## src/rtl/dds.sv

```systemverilog
// Quadrature DDS: phase accumulator + elaboration-time sine table -> registered sin/cos, offset binary.
// Latency: pword reaches outputs at the next edge; fword reaches outputs two edges later (via acc).
// No backpressure: one sample per clock. DDS_QUARTER_WAVE_EN selects a quarter-wave table with quadrant decode.
module dds #(
   parameter int DEPTH_BITWIDTH = 8,
   parameter int DATA_BITWIDTH  = 8
) (
   input  logic                      clk,
   input  logic                      rst,
   input  logic [DEPTH_BITWIDTH-1:0] pword,
   input  logic [DEPTH_BITWIDTH-1:0] fword,
   output logic [DATA_BITWIDTH-1:0]  cos,
   output logic [DATA_BITWIDTH-1:0]  sin
);

   localparam int  N   = 1 << DEPTH_BITWIDTH;
   localparam int  MID = 1 << (DATA_BITWIDTH - 1);
   localparam int  AMP = MID - 1;
   localparam real PI  = 3.14159265358979323846;

   localparam logic [DATA_BITWIDTH-1:0]  MID_CODE = DATA_BITWIDTH'(MID);
   localparam logic [DEPTH_BITWIDTH-1:0] QTR      = DEPTH_BITWIDTH'(N / 4);

   // Signed table amplitude for index k, rounded half away from zero so that
   // mirrored indices give exactly mirrored codes (keeps both table forms identical).
   function automatic int scaled_sin(input int k);
      real x;
      x = real'(AMP) * $sin(2.0 * PI * real'(k) / real'(N));
      if (x >= 0.0) return $rtoi(x + 0.5);
      else          return -$rtoi(-x + 0.5);
   endfunction

   logic [DEPTH_BITWIDTH-1:0] acc;

   // Lane 0 addresses the sine phase, lane 1 the cosine phase (quarter turn ahead).
   logic [1:0][DEPTH_BITWIDTH-1:0] ph;
   logic [1:0][DATA_BITWIDTH-1:0]  smp;

   assign ph[0] = acc + pword;
   assign ph[1] = acc + pword + QTR;

`ifdef DDS_QUARTER_WAVE_EN
   localparam logic [DEPTH_BITWIDTH-1:0] HALF = DEPTH_BITWIDTH'(N / 2);

   // Magnitudes for k = 0..N/4; sized N/2 so any (DEPTH_BITWIDTH-1)-bit index is in range.
   logic [DATA_BITWIDTH-2:0] qtbl [N/2];

   for (genvar k = 0; k < N/2; k++) begin : g_qtbl
      localparam logic [DATA_BITWIDTH-2:0] QV =
         (k <= N/4) ? (DATA_BITWIDTH-1)'(scaled_sin(k)) : '0;
      assign qtbl[k] = QV;
   end

   for (genvar l = 0; l < 2; l++) begin : g_lane
      logic [1:0]                qd;
      logic [DEPTH_BITWIDTH-2:0] off;
      logic [DATA_BITWIDTH-2:0]  mag;

      // Fold the phase into the first quadrant and restore the sign from the upper quadrant bit.
      always_comb begin
         qd = ph[l][DEPTH_BITWIDTH-1 -: 2];
         case (qd)
            2'd0:    off = (DEPTH_BITWIDTH-1)'(ph[l]);
            2'd1:    off = (DEPTH_BITWIDTH-1)'(HALF - ph[l]);
            2'd2:    off = (DEPTH_BITWIDTH-1)'(ph[l] - HALF);
            default: off = (DEPTH_BITWIDTH-1)'(-ph[l]);
         endcase
         mag    = qtbl[off];
         smp[l] = qd[1] ? (MID_CODE - {1'b0, mag}) : (MID_CODE + {1'b0, mag});
      end
   end
`else
   logic [DATA_BITWIDTH-1:0] tbl [N];

   for (genvar k = 0; k < N; k++) begin : g_tbl
      localparam logic [DATA_BITWIDTH-1:0] TV = DATA_BITWIDTH'(MID + scaled_sin(k));
      assign tbl[k] = TV;
   end

   for (genvar l = 0; l < 2; l++) begin : g_lane
      // Direct full-period table lookup.
      always_comb begin
         smp[l] = tbl[ph[l]];
      end
   end
`endif

   // Advance the accumulator and register both samples; reset parks outputs at midscale.
   always_ff @(posedge clk) begin
      if (rst) begin
         acc <= '0;
         sin <= MID_CODE;
         cos <= MID_CODE;
      end else begin
         acc <= acc + fword;
         sin <= smp[0];
         cos <= smp[1];
      end
   end

endmodule

```

## config.mk

```make
export PLATFORM = sky130hd
export DESIGN_NAME = dds
export DESIGN_NICKNAME = d
export VERILOG_FILES = /design/src/rtl/dds.sv
export SDC_FILE = /design/constraint.sdc
export NUM_CORES = 1
export LEC_CHECK = 0
export BUFFER_PORTS_ARGS = -buffer_cell sky130_fd_sc_hd__buf_2
export CAP_MARGIN = 20
export CORE_ASPECT_RATIO = 1.4
export CORE_MARGIN = 2
export CORE_UTILIZATION = 25
export CTS_BUF_LIST = sky130_fd_sc_hd__clkbuf_4 sky130_fd_sc_hd__clkbuf_8
export DETAILED_ROUTE_END_ITERATION = 10
export GPL_TIMING_DRIVEN = 0
export HOLD_SLACK_MARGIN = 0.06
export PLACE_DENSITY = 0.39
export SYNTH_ARGS = -nofsm -noshare
export SYNTH_HDL_FRONTEND = slang
export SYNTH_SLANG_ARGS = --single-unit
export TNS_END_PERCENT = 100
```

## constraint.sdc

```tcl
create_clock -name clk -period 7.9 [get_ports clk]
set_input_delay 0.395 -clock clk [delete_from_list [all_inputs] [get_ports clk]]
set_output_delay 0.395 -clock clk [all_outputs]
set_load 0.01 [all_outputs]
```

==> impl_metrics.py <==
metrics = {
    "yosys": {
        "ys.flop_type": "dfxtp_1",
        "ys_ff_latch": 24,
        "avgSynthCellArea_sq_um": 7.02,
        "async_reset_ff_frac": 0,
        "netlist_instances": 530,
        "yosys_warnings": 0,
        "syn-cell-area_sq_mm": 0.00372,
        "synth-edff-count": 0,
        "synth_cell_type_count": 74,
        "synth_seq_area_share": 0.129,
        "synth_nets": 575,
    },
    "critical_path": {
        "worstSetupStartpointType": "flip-flop",
        "ff2ff_path_depth": 12,
        "required_ns": 8.06,
        "critPathArrivalTime_ns": 4.89,
        "reg2reg_slack_ns": 3.18,
        "path_class": "flip-flop to flip-flop",
        "path_max_fanout": 10,
        "endpoint_kind": "flip-flop",
    },
    "floorplanning": {
        "die_w_microns": 107,
        "start_util": 0.256,
        "io_pins": 34,
        "fp.coreArea_sq_mm": 0.0145,
        "rows": 52,
        "die_height_microns": 148,
        "die_area_sq_mm": 0.0159,
    },
    "finish": {
        "drive_gt1_frac": 0.152,
        "final_cell_mix": "60 x nor2_1, 54 x buf_2, 45 x a21oi_1",
        "num_antenna_cells": 0,
        "layout_commonest_cell": "nor2_1",
        "area_growth_pct": 12.6,
        "layout.nets": 612,
        "finalInstanceArea_sq_mm": 0.00419,
    },
    "sta": {
        "finalHoldViolations": 0,
        "finClkSkew_ns": 0.00582,
        "tns_ns": 0,
        "max_freq_ghz": 0.212,
        "min_period_ns": 4.72,
        "tightest_slew_ns": 0.758,
        "slew_violations": 0,
        "rsz0062_at_grt": "no",
        "slew_headroom": 0.482,
        "setup_viol": 0,
        "min_period_over_period": 0.598,
        "worst_slack_ns": 3.18,
    },
    "min_path": {
        "hold_path_class": "input port to flip-flop",
        "hold_depth": 3,
    },
    "cts": {
        "cts_buffers": 3,
        "cts-root-buf": "clkbuf_8",
        "clk_pin_slew_worst_paths_ns": 0.10,
        "cts_sinks": 24,
        "post_cts_resized": 0,
        "cts_hold_buf": 0,
        "cts_setup_buffers": 0,
        "clk-insertion-delay-late_ns": 0.29,
        "cts.htree.levels": 1,
        "cts_tree": "done",
        "cts_buffer_depth": 2,
    },
    "routing": {
        "drt_iter0_markers": 620,
        "drc": 0,
        "wire_per_inst_microns": 23.7,
        "dr.pass1.iters": 7,
        "via_per_inst": 6.08,
        "vias": 4590,
        "antenna_left": 0,
        "routed_wirelength_mm": 17.9,
    },
    "power": {
        "peakVddDrop_mv": 0.157,
        "power_density_mw_per_mm2": 526,
        "power.leakage_nw": 1.58,
    },
    "run_status": {
        "status": "finished clean",
    },
    "global_route": {
        "grt_first_pass_wirelength_mm": 27.0,
        "grt_pass1_vias": 4522,
        "grt_max_degree": 15,
        "grt.total_usage": 0.226,
        "overflow": 0,
        "grt_antenna_before_repair": 0,
    },
    "placed_design": {
        "post-dp-hpwl_mm": 13.7,
        "port_buffers": 32,
        "gp_congestion": 0.946,
        "placed_area_sq_mm": 0.00412,
        "dp_slack_ns": 3.15,
    },
    "run": {
        "drv_cap": 0,
    },
}
-- registers in the layout, indices dropped and copies added (netlist names) --
name  cells
acc       8
cos       8
sin       8
-- final cells by class --
type                            count  area, sq um
Inverter                           13         48.8
Tap cell                          189          236
Buffer                             56          290
Clock buffer                        3         41.3
Clock inverter                      1         30.0
Fill cell                        1607        10300
Sequential cell                    24          480
Multi-Input combinational cell    437         2900
Timing Repair Buffer               32          160
-- cells in the mapped netlist (3+ instances only) --
cell type	instances	area, sq um
o221ai_1	8	70.1
o2111ai_1	4	35.0
a311o_1	4	40.0
o21bai_1	4	30.0
o22ai_1	3	18.8
buf_2	22	110
buf_1	3	11.3
a211oi_1	18	135
buf_6	3	33.8
clkbuf_1	20	75.1
o311ai_0	3	26.3
and2_1	3	18.8
nor3_1	13	65.1
or3_1	3	18.8
buf_4	8	60.1
o21a_1	4	30.0
xnor2_1	9	78.8
mux2i_1	4	40.0
nand3_1	13	65.1
inv_1	12	45.0
o32ai_1	8	70.1
nor2_1	60	225
and3_1	5	31.3
ha_1	25	313
dfxtp_1	24	480
a21oi_1	45	225
a31oi_1	6	37.5
nand2b_1	10	62.6
nor2b_1	5	31.3
o21ai_0	41	205
a221oi_1	6	52.6
xor2_1	3	26.3
nand2_1	43	161
a311oi_1	10	87.6
o311ai_1	3	26.3
o31ai_1	9	67.6
o211ai_1	6	45.0
a32oi_1	3	26.3
o31a_1	3	26.3
a21o_1	3	22.5
o21ai_1	6	30.0
a211oi_4	3	60.1
-- kinds of logic after synthesis --
kind of cell | after synthesis | synth area share
AO/OA/AOI/OAI | 223 | 0.429
AND/OR/NAND/NOR | 170 | 0.214
buffers and inverters | 69 | 0.0912
adder cells (fa/ha/maj) | 27 | 0.0949
flip-flops | 24 | 0.129
XOR/XNOR | 12 | 0.0283
multiplexers | 5 | 0.0138
-- worst paths after layout --
path / start / end
setup / recovery: acc[0] / cos[3]
setup reg to reg: acc[0] / cos[3]
hold reg to reg: acc[0] / acc[0]
hold / removal: fword[0] / acc[0]
-- critical path, cell delays in order, from the launching register on --
cell	delay, ns
dfxtp_1	0.33
ha_1	0.25
fa_1	0.77
clkbuf_1	0.48
clkbuf_1	0.53
inv_1	0.33
ha_1	0.33
clkbuf_1	0.37
o31ai_1	0.34
o32ai_1	0.13
a311o_1	0.42
a21oi_1	0.22
o22ai_2	0.09
-- through the flow --
step                power, mW  std cells   util  hold slack, ns
floorplan                1.45        530      -           0.551
detailed placement       2.03        751  0.284           0.582
global route             2.34        755  0.289           0.469
CTS                      2.15        755  0.289           0.444
global placement         2.05        751  0.284           0.581
finish                   2.20        755  0.289           0.442
-- power breakdown --
group	switching [mW]	internal, mW	leakage, nW
logic	1.26	0.632	1.35
clock network	0.0470	0.0680	0.0357
registers	0.0165	0.173	0.200
total	1.33	0.873	1.58
-- layer usage --
metal | global-route usage | vias to the layer above | wire length [microns]
met5 | 0 | - | 0
met4 | 0.153 | 0 | 1370
met3 | 0.0320 | 90 | 1130
met2 | 0.390 | 276 | 8850
met1 | 0.254 | 2147 | 6560
li1 | - | 2077 | -
Power figures use the tool's default switching activity.
